$ cat src/rtl/axil_ram_port.sv
// AXI4-Lite slave bridging single transactions onto one byte-enabled block-RAM port.
// Reads and writes share the port; simultaneous requests alternate round-robin.
module axil_ram_port #(
    parameter int ADDR_W      = 10,
    parameter int DATA_W      = 32,
    parameter int AXIL_ADDR_W = 32
) (
    input  logic                   clk,
    input  logic                   rst,
    input  logic                   awValid,
    output logic                   awReady,
    input  logic [AXIL_ADDR_W-1:0] awAddr,
    input  logic                   wValid,
    output logic                   wReady,
    input  logic [DATA_W-1:0]      wData,
    input  logic [DATA_W/8-1:0]    wStrb,
    output logic                   bValid,
    input  logic                   bReady,
    output logic [1:0]             bResp,
    input  logic                   arValid,
    output logic                   arReady,
    input  logic [AXIL_ADDR_W-1:0] arAddr,
    output logic                   rValid,
    input  logic                   rReady,
    output logic [DATA_W-1:0]      rData,
    output logic [1:0]             rResp,
    output logic [ADDR_W-1:0]      ramAddr,
    output logic [DATA_W-1:0]      ramWrite,
    output logic [DATA_W/8-1:0]    ramStrb,
    output logic                   ramEn,
    input  logic [DATA_W-1:0]      ramRead
);

    localparam int STRB_W = DATA_W / 8;
    localparam int S      = $clog2(STRB_W);
    localparam int TOP    = S + ADDR_W;

    typedef enum logic [2:0] {
        IDLE    = 3'd0,
        W_ISSUE = 3'd1,
        W_RESP  = 3'd2,
        R_ISSUE = 3'd3,
        R_CAPT  = 3'd4,
        R_RESP  = 3'd5
    } state_e;

    // Any address bit above the RAM word range marks the access out of range.
    function automatic logic oor_f(input logic [AXIL_ADDR_W-1:0] a);
        return (a >> TOP) != {AXIL_ADDR_W{1'b0}};
    endfunction

    state_e              state_q, state_d;
    logic                grant_w_s, grant_r_s;
    logic                last_grant_write_q;
    logic                oor_q;
    logic                ram_en_q;
    logic [ADDR_W-1:0]   ram_addr_q;
    logic [DATA_W-1:0]   ram_write_q;
    logic [STRB_W-1:0]   ram_strb_q;
    logic [1:0]          b_resp_q;
    logic [DATA_W-1:0]   r_data_q;
    logic [1:0]          r_resp_q;
    logic                aw_oor_s, ar_oor_s;
    logic [ADDR_W-1:0]   aw_idx_s, ar_idx_s;

    assign aw_oor_s = oor_f(awAddr);
    assign ar_oor_s = oor_f(arAddr);
    assign aw_idx_s = awAddr[TOP-1:S];
    assign ar_idx_s = arAddr[TOP-1:S];

    // Round-robin grant between a complete AW+W pair and an AR, only while idle.
    always_comb begin
        grant_w_s = 1'b0;
        grant_r_s = 1'b0;
        if (state_q == IDLE) begin
            if (awValid && wValid && arValid) begin
                grant_w_s = !last_grant_write_q;
                grant_r_s = last_grant_write_q;
            end else begin
                grant_w_s = awValid && wValid;
                grant_r_s = arValid;
            end
        end else begin
            grant_w_s = 1'b0;
            grant_r_s = 1'b0;
        end
    end

    assign awReady = grant_w_s;
    assign wReady  = grant_w_s;
    assign arReady = grant_r_s;

    // Next-state logic for the single-transaction sequencer.
    always_comb begin
        state_d = state_q;
        case (state_q)
            IDLE: begin
                if (grant_w_s) begin
                    state_d = W_ISSUE;
                end else if (grant_r_s) begin
                    state_d = R_ISSUE;
                end else begin
                    state_d = IDLE;
                end
            end
            W_ISSUE: state_d = W_RESP;
            W_RESP: begin
                if (bReady) begin
                    state_d = IDLE;
                end else begin
                    state_d = W_RESP;
                end
            end
            R_ISSUE: state_d = R_CAPT;
            R_CAPT:  state_d = R_RESP;
            R_RESP: begin
                if (rReady) begin
                    state_d = IDLE;
                end else begin
                    state_d = R_RESP;
                end
            end
            default: state_d = IDLE;
        endcase
    end

    // State register.
    always_ff @(posedge clk) begin
        if (rst) begin
            state_q <= IDLE;
        end else begin
            state_q <= state_d;
        end
    end

    // Request latching, RAM port drive and response capture.
    always_ff @(posedge clk) begin
        if (rst) begin
            last_grant_write_q <= 1'b0;
            oor_q              <= 1'b0;
            ram_en_q           <= 1'b0;
            ram_addr_q         <= {ADDR_W{1'b0}};
            ram_write_q        <= {DATA_W{1'b0}};
            ram_strb_q         <= {STRB_W{1'b0}};
            b_resp_q           <= 2'b00;
            r_data_q           <= {DATA_W{1'b0}};
            r_resp_q           <= 2'b00;
        end else begin
            ram_en_q <= 1'b0;
            if (grant_w_s) begin
                last_grant_write_q <= 1'b1;
                oor_q              <= aw_oor_s;
                ram_en_q           <= !aw_oor_s;
                ram_addr_q         <= aw_idx_s;
                ram_write_q        <= wData;
                ram_strb_q         <= wStrb;
                b_resp_q           <= aw_oor_s ? 2'b10 : 2'b00;
            end else if (grant_r_s) begin
                last_grant_write_q <= 1'b0;
                oor_q              <= ar_oor_s;
                ram_en_q           <= !ar_oor_s;
                ram_addr_q         <= ar_idx_s;
                ram_strb_q         <= {STRB_W{1'b0}};
            end else if (state_q == R_CAPT) begin
                r_data_q <= oor_q ? {DATA_W{1'b0}} : ramRead;
                r_resp_q <= oor_q ? 2'b10 : 2'b00;
            end
        end
    end

    assign bValid   = (state_q == W_RESP);
    assign rValid   = (state_q == R_RESP);
    assign bResp    = b_resp_q;
    assign rData    = r_data_q;
    assign rResp    = r_resp_q;
    assign ramEn    = ram_en_q;
    assign ramAddr  = ram_addr_q;
    assign ramWrite = ram_write_q;
    assign ramStrb  = ram_strb_q;

endmodule
$ cat config.mk
export PLATFORM = sky130hd
export DESIGN_NAME = axil_ram_port
export DESIGN_NICKNAME = d
export VERILOG_FILES = /design/src/rtl/axil_ram_port.sv
export SDC_FILE = /design/constraint.sdc
export NUM_CORES = 1
export LEC_CHECK = 0
export CAP_MARGIN = 25
export CORE_ASPECT_RATIO = 1.75
export CORE_UTILIZATION = 40
export CTS_BUF_LIST = sky130_fd_sc_hd__clkbuf_8
export DETAILED_ROUTE_END_ITERATION = 6
export GPL_ROUTABILITY_DRIVEN = 0
export HOLD_SLACK_MARGIN = 0.15
export PLACE_DENSITY = 0.95
export SYNTH_ARGS = -nofsm -noshare
export SYNTH_HDL_FRONTEND = slang
export SYNTH_SLANG_ARGS = --single-unit
$ cat constraint.sdc
create_clock -name clk -period 2.6 [get_ports clk]
set_clock_uncertainty 0.2 [all_clocks]
set_input_delay 0.52 -clock clk [delete_from_list [all_inputs] [get_ports clk]]
set_output_delay 0.52 -clock clk [all_outputs]
set_load 0.02 [all_outputs]
### Yosys cells after proc, flatten, opt, wreduce, memory -nomap -nowiden

Cells that the tools add are included.

| storage, ports and cells | value |
|---|---|
| register bits | 88 |
| logic and storage cells | 49 |
| input bits | 139 |
| output and inout bits | 88 |

| cells by class | value |
|---|---|
| multiplexer cells | 22 |
| eq/ne operators | 5 |
| bitwise operators | 2 |
| reduce and logical (&&, ||, !) cells | 10 |

Operator list:

| kind | number |
|---|---|
| $reduce_bool 32->1 | 2 |
| $mux 32 | 1 |
| $mux 10 | 2 |
| $pmux 3 s6 | 1 |
| $mux 1 | 10 |
| $mux 2 | 5 |
| $mux 4 | 2 |
| $eq 3x2->1 const B | 2 |
| $eq 3x3->1 const B | 2 |
| $eq 3x1->1 const B | 1 |
| $logic_not 1->1 | 3 |
| $logic_not 3->1 | 1 |
| $mux 3 | 1 |
| $reduce_and 3->1 | 1 |
| $logic_and 1x1->1 | 2 |
| $not 1->1 | 2 |
| $reduce_bool 2->1 | 1 |

### Longest topological paths before layout

Gate-level depths: netlist (run 1).

| depth | value |
|---|---|
| depth in word-level cells | 7 |
| gate-level depth with buffers | 8 |
| depth with buffers taken out | 5 |

### Least setup slack after synthesis (run 1)

OpenSTA, ideal clock, no wires.

| timing path | value |
|---|---|
| kind | flip-flop to output port |
| start | register state_q[1] |
| end | output wReady |
| path buffers | 3 |
| setup slack | 610 ps |
| arrival | 1,270 ps |
| stages on the path, launching flop included | 7 |
| required time | 1,880 ps |
| path through | dfxtp_1 > buf_6 > nor3_2 > nand4_2 > inv_2 > buf_2 > buf_4 |

| on the way | value |
|---|---|
| longest elaborated chain between the ends | 2 |

RTL lines:

| what | RTL line | text |
|---|---|---|
| start: declaration | 52 | `state_e state_q, state_d;` |
| start signal: assignment | 132 | `state_q <= state_d;` |
| $logic_not 3->1 | 75 | `if (state_q == IDLE) begin` |
| $mux 1 | 75 |  |
| end: declaration | 14 | `output logic wReady,` |

No other way between the ends.

### Worst setup path in the final report (run 1)

| timing path | value |
|---|---|
| start | input arValid |
| end | output arReady |

| on the way | value |
|---|---|
| longest elaborated chain between the ends | 3 |

RTL lines:

| what | RTL line | text |
|---|---|---|
| start: declaration | 20 | `input logic arValid,` |
| $logic_and 1x1->1 | 76 | `if (awValid && wValid && arValid) begin` |
| $mux 1 (*) | 76 |  |
| $mux 1 (*) | 75 |  |
| end: declaration | 21 | `output logic arReady,` |

Mark *: on every way between the ends. The rest lies on a longest branch, timed or not.

==> results of run 1 <==
[logic make-up (layout without fill, tap and decap cells)]
| logic type | count (synthesis) | after routing | share of synthesized area (%) |
|---|---|---|---|
| buffers and inverters | 40 | 250 | 6.757 |
| other | 1 | 2 | 0.1077 |
| AO/OA/AOI/OAI | 92 | 92 | 15.35 |
| flip-flops | 86 | 86 | 49.46 |
| AND/OR/NAND/NOR | 201 | 201 | 28.33 |
[cell type report]
type / instances / area [µm²] / area share [%]
Inverter: 4 / 16.27 / 0.2731
Sequential cell: 86 / 1724 / 28.95
Tap cell: 115 / 143.9 / 2.416
Timing Repair Buffer: 230 / 2301 / 38.63
Clock buffer: 12 / 165.2 / 2.773
Clock inverter: 4 / 77.57 / 1.303
Multi-Input combinational cell: 295 / 1528 / 25.65
[power groups by stage]
stage	registers (µW)	logic [µW]	clock network, µW
floorplan	1560	327	0
global placement	1500	785	0
detailed placement	1510	809	0
CTS	1480	808	1120
global route	1490	865	1170
finish	1480	810	1100
[worst reg2reg max path: cells and delay by family, from the launching register on]
kind                   cells  cell delay [ps]
and+or+nand+nor            3              390
AOI/OAI and AO/OA          1              320
buffers and inverters      1              500
DFF                        1              490
[synth_stat cells (all sizes together)]
master  count
nand2     127
dfxtp      86
a21oi      75
nand3b     33
buf        22
clkbuf     14
nor2       12
a311oi     10
nor4       10
nand3       6
inv         3
nor3        3
nor3b       3
nand4       2
o21ai       2
or3         2
a21o        1
a311o       1
a31oi       1
and3        1
clkinv      1
conb        1
nand2b      1
nor4b       1
o211a       1
o41ai       1
[registers in the layout, summed over array words and instances (netlist names)]
register and count:
ramAddr 10, state_q 3, oor_q 1, rResp 1
ramEn 1, bResp 1, ramWrite 32, rData 32
ramStrb 4, last_grant_write_q 1
[worst paths after layout]
| kind | slack (ps) | start | to | cells past startpoint |
|---|---|---|---|---|
| worst min register to register | 260 | rData[13]$_SDFFE_PP0P_ | rData[13]$_SDFFE_PP0P_ | 2 |
| worst max register to register | 600 | state_q[0]$_SDFF_PP0_ | oor_q$_SDFFE_PP0P_ | 5 |
| worst max-delay path | 100 | arValid | arReady | 5 |
| worst min-delay path | 260 | rData[13]$_SDFFE_PP0P_ | rData[13]$_SDFFE_PP0P_ | 2 |
[cells in the final DEF, fill, tap and decap left out, types with 3 or more instances in the layout]
cell / count
nor2_1: 12
a21oi_1: 75
nor4_1: 10
dlygate4sd2_1: 3
nand2_1: 126
nor3b_1: 3
clkdlybuf4s50_1: 216
nand3_1: 6
a311oi_2: 3
buf_4: 8
a311oi_1: 7
clkbuf_8: 12
dfxtp_1: 84
nand3b_1: 33
[through the flow]
stage	instance area [µm²]	utilization [%]	worst slack [ps]
after floorplan	3485	-	609.5
after global placement	5687	67.96	-138.6
after detailed placement	5687	67.96	-177.4
after CTS	5926	70.81	0.3029
after global routing	5956	71.17	31.54
final	5956	71.17	97.54
[routing by layer]
layer | share of wire [%] | vias up
met5 | 0 | -
met2 | 54 | 201
li1 | - | 1836
met3 | 7.7 | 37
met4 | 4.1 | 0
met1 | 34 | 1793
==> qor.csv, run 1 <==
metric,value,unit
worst-margin pin slew,884.0,ps
# setup viols final,0,
sw frac,27.35,%
Detailed Route Iter0 Violations,141,
CP Launch Type,input port,
max_cap viols,0,
cell family with most CP delay,buffers and inverters,
Seq pwr share,43.6,%
Die Y,125.4,µm
Synth Warn #,0,
layout cells sized above 1,6.339,%
CTS tree,built,
Switch Pwr,926.3,µW
"Avg Cell Area, Syn",8.288,µm²
crit-path max FO,3,
met1 usage,25.84,%
Final period util,96.25,%
power per standard cell area,568.8,mW/mm²
met2 usage,48.10,%
combinational fraction of design power,23.9,%
mapped cell area,0.003481,mm²
# fillers,648,
Clock Pin Slew Worst Setup and Hold Paths,80,ps
status,"finished, final reports clean",
Final TNS setup,0,ps
num ports,227,
Die ar.,0.009094,mm²
clk sinks,86,
Worst setup EP type,primary output,
ANT cells,0,
postcts setup bufs,0,
worst skew pair latency,350,ps
Int Power,2461,µW
# DRC,0,
chip width,72.52,µm
Worst slew margin,40.99,%
area grow syn2layout,71.10,%
critical path class,in2out,
drt first pass iters,5,
Detailed Place HPWL,8862,µm
share of total power in the clock network,32.5,%
final hold vios,0,
Fmax achieved,399.6,MHz
Placed Cells,729,
Num CTS Buffers,9,
crit path cell chain,clkdlybuf4s50_1 -> nor4b_4 -> nand2_2 -> clkinv_2 -> dlygate4sd2_1,
largest net degree at the start of global routing,60,
Yosys cell types,35,
hold_ws,255.0,ps
static leakage,0.002066,µW
met3 Use GR,7.494,%
Yosys top cell by area,dfxtp_1,
Worst path slowest cell,clkdlybuf4s50_1,
RSZ-0062 raised after global routing,false,
"slowest stage delay, CP",510,ps
cts hold-fix bufs,0,
gr usage total,26.19,%
number of buffers added on ports,220,
Clock Root Buffer,clkbuf_8,
"Remaining Overflow, GRT",0,
clk buf depth,2,
peak supply drop,0.0004516,V
initial core utilization,41.60,%
sequential fraction of the synthesis area,49.46,%
total power draw,3387,µW
vias in the first global route,3976,
DRT antenna net count,0,
Area contributors post-synth,"dfxtp_1 (49%), nand2_1 (14%), a21oi_1 (11%)",
count of buffer and inverter cells on the critical path,3,
final cell count without fillers,746,
Vias,3867,
WP data arrival,1780,ps
Final min period,2502,ps
Layout Nets,765,
initial antenna violation count,0,
most used routing layer in global routing,met2,
Site Rows,44,
DR WL/cell,15.71,µm
HP Class,reg2reg,
WP data required,1880,ps
DRT Wirelength,11720,µm
Final Max Tran Viols,0,
count of state elements after synthesis,86,
Mapped Cells,420,
number of gates resized after CTS,3,
routed vias/inst,5.184,
Synth top area share,49.46,%
core area,0.008368,mm²
H-tree depth,3,
first-pass GRT wire length,18550,µm
(Power assumes the default switching activity.)
==> run 2: changes to the inputs <==
Settings changed: ABC_AREA set to 1, CORE_UTILIZATION 40 to 25, PLACE_DENSITY 0.95 to 0.7.
==> run 2 against run 1 <==
Final cell count increased by 16%. Clock power about the same. Hold slack improved by 10 ps. Maximum frequency increased by 1.2%. Routed wire length decreased by 4.0%. Clock-buffer cell count decreased by 3. First-iteration DRC count decreased by 31%. Synthesized cell count increased by 14%. Non-clock buffer count unchanged. Sequential share of layout area decreased by 0.24 points. Power decreased by 1.5%. Die area increased by 59%. Critical path type unchanged. Largest cell class unchanged. Highest routed layer unchanged.
==> qor.csv, run 2 <==
metric,value,unit,change
peak supply drop,0.0002110,V,was 0.0004516 V
status,"finished, final reports clean",,unchanged
DR WL/cell,13.01,µm,was 15.71 µm
drt first pass iters,4,,was 5
final hold vios,0,,unchanged
Synth Warn #,0,,unchanged
num ports,227,,unchanged
DRT Wirelength,11250,µm,was 11720 µm
Yosys top cell by area,dfxtp_1,,unchanged
initial core utilization,25.83,%,was 41.60%
WP data arrival,1750,ps,was 1780 ps
total power draw,3336,µW,was 3387 µW
chip width,91.36,µm,was 72.52 µm
Detailed Place HPWL,8367,µm,was 8862 µm
Seq. cell area,0.001722,mm²,was 0.001724 mm²
Die Y,158.4,µm,was 125.4 µm
worst-margin pin slew,577.6,ps,was 884.0 ps
"Avg Cell Area, Syn",7.324,µm²,was 8.288 µm²
CTS tree,built,,unchanged
Clock Pin Slew Worst Setup and Hold Paths,70,ps,was 80 ps
crit path cell chain,clkdlybuf4s50_1 -> nand2_1 -> a21oi_1 -> nand2_2 -> inv_2 -> dlygate4sd2_1,,was clkdlybuf4s50_1 -> nor4b_4 -> nand2_2 -> clkinv_2 -> dlygate4sd2_1
hold path startpoint,rData[6]$_SDFFE_PP0P_,,was rData[13]$_SDFFE_PP0P_
Worst R2R Start,state_q[0]$_SDFF_PP0_,,unchanged
clk sinks,86,,unchanged
HP Class,reg2reg,,unchanged
Num CTS Buffers,9,,unchanged
Final TNS setup,0,ps,unchanged
"FFs w/ async S/R, synth",0,%,unchanged
routed vias/inst,4.237,,was 5.184
Yosys cell types,23,,was 35
core area,0.01352,mm²,was 0.008368 mm²
Final Max Tran Viols,0,,unchanged
met2 routed WL,6178,µm,was 6328 µm
count of buffer and inverter cells on the critical path,3,,unchanged
first-pass GRT wire length,17160,µm,was 18550 µm
WP data required,1880,ps,about the same
critical path class,in2out,,unchanged
DRT antenna net count,0,,unchanged
most frequent cells in the layout,"clkdlybuf4s50_1 (216), nor2_1 (114), dfxtp_1 (86)",,"was clkdlybuf4s50_1 (216), nand2_1 (126), dfxtp_1 (84)"
met1 WL,4019,µm,was 4003 µm
mapped cell area,0.003493,mm²,was 0.003481 mm²
count of state elements after synthesis,86,,unchanged
Post-DP Area,0.005772,mm²,was 0.005687 mm²
clk buf depth,2,,unchanged
Worst path slowest cell,clkdlybuf4s50_1,,unchanged
Worst slew margin,61.49,%,was 40.99%
"most common cell after layout, fill and taps aside",clkdlybuf4s50_1,,unchanged
Critical path origin,wValid,,was arValid
# DRC,0,,unchanged
number of buffers added on ports,220,,unchanged
power per standard cell area,556.5,mW/mm²,was 568.8 mW/mm²
largest net degree at the start of global routing,61,,was 60
worst skew pair latency,340,ps,was 350 ps
cts hold-fix bufs,0,,unchanged
"Remaining Overflow, GRT",0,,unchanged
H-tree depth,3,,unchanged
"count leader, synth",nor2_1,,was nand2_1
gr usage total,15.55,%,was 26.19%
Clock Root Buffer,clkbuf_8,,unchanged
Post-synth EDFFs,0,,unchanged
Vias,3665,,was 3867
Worst setup EP type,primary output,,unchanged
"slowest stage delay, CP",450,ps,was 510 ps
Die ar.,0.01447,mm²,was 0.009094 mm²
crit-path max FO,6,,was 3
ys flop type,dfxtp_1,,unchanged
Synth top area share,49.28,%,was 49.46%
sequential fraction of the synthesis area,49.28,%,was 49.46%
Layout Nets,826,,was 765
Final period util,95.10,%,was 96.25%
# setup viols final,0,,unchanged
max layer used,met4,,unchanged
postcts setup bufs,0,,unchanged
area grow syn2layout,71.63,%,was 71.10%
# fillers,1363,,was 648
static leakage,0.002272,µW,was 0.002066 µW
synth cell count leaders,"nor2_1 (114), dfxtp_1 (86), nand2_1 (84), a21oi_1 (50), o21ai_0 (34)",,"was nand2_1 (126), dfxtp_1 (86), a21oi_1 (75), nand3b_1 (33), clkbuf_1 (14)"
Fmax achieved,404.4,MHz,was 399.6 MHz
vias in the first global route,3381,,was 3976
initial antenna violation count,1,,was 0
Site Rows,56,,was 44
area of the multi-input gates,0.001434,mm²,was 0.001528 mm²
Detailed Route Iter0 Violations,97,,was 141
Area contributors post-synth,"dfxtp_1 (49%), nor2_1 (12%), nand2_1 (9.0%)",,"was dfxtp_1 (49%), nand2_1 (14%), a21oi_1 (11%)"
max_cap viols,0,,unchanged
CP Launch Type,input port,,unchanged
Final min period,2473,ps,was 2502 ps
WL met3,653,µm,was 908 µm
RSZ-0062 raised after global routing,false,,unchanged
cell family with most CP delay,buffers and inverters,,unchanged
"Design Area, Final",0.005996,mm²,was 0.005956 mm²
layout cells sized above 1,5.072,%,was 6.339%
Mapped Cells,477,,was 420
==> run 2: changes by cell type after synthesis, sizes merged, moves of 13 or more <==
| cell | delta |
|---|---|
| o21ai | +32 |
| a21oi | -25 |
| nand3b | -33 |
| nor2 | +105 |
| nand2 | -41 |
| inv | +30 |
| nand3 | +13 |
==> run 2: worst min-delay path, cell delays in order, from the launching register on <==
cell and delay, ps:
dfxtp_1 310, nand2_1 60, a21oi_1 50
==> run 2: path summary, 6_finish.rpt <==
path	end	slack, ps	cells past startpoint
worst max-delay path	wReady	130	6
worst min-delay path	rData[6]$_SDFFE_PP0P_	270	2
worst max register to register	ramEn$_SDFF_PP0_	710	6
worst min register to register	rData[6]$_SDFFE_PP0P_	270	2
==> run 2: cells by family (layout without fill, tap and decap cells) <==
logic type      after synthesis  count (layout)  synth area share, %
simple gates                239             239                28.44
flops                        86              86                49.28
buf+inv                      65             277                9.778
compound gates               86              86                12.39
other cells                   1               3               0.1073
==> run 2: final cells by class <==
cell class,instances,area share (%)
clock buffer,9,2.066
multi-input combinational,327,23.91
antenna,1,0.04174
sequential,86,28.71
timing repair buffer,230,37.83
inverter,33,2.108
tap,174,3.631
clock inverter,5,1.690
==> run 2: report_power, final <==
group / internal [µW] / switching, µW / leakage [µW]
clock: 625 / 462 / 0.000113
combinational: 413 / 378 / 0.00146
sequential: 1410 / 53.0 / 0.000701
total: 2440 / 892 / 0.00227
==> run 2: per-layer routing <==
metal / track usage (%) / vias to the layer above
li1: - / 1916
met1: 14.69 / 1588
met2: 29.83 / 139
met3: 4.823 / 22
met4: 8.088 / 0
met5: 0 / -
==> run 2: metrics by stage <==
stage	worst slack [ps]	cells	util, %	hold slack [ps]
after global placement	-163.2	850	42.68	251.4
after CTS	114.3	864	44.32	269.0
after floorplan	583.5	478	-	257.2
final	127.4	865	44.34	265.1
after detailed placement	-158.9	850	42.68	255.7
after global routing	17.12	864	44.32	276.6
==> run 2: what timing repair did <==
action,in CTS,in global routing
gates resized for setup,3,0
endpoints found under the hold margin,0,0
setup endpoints to repair,3,0
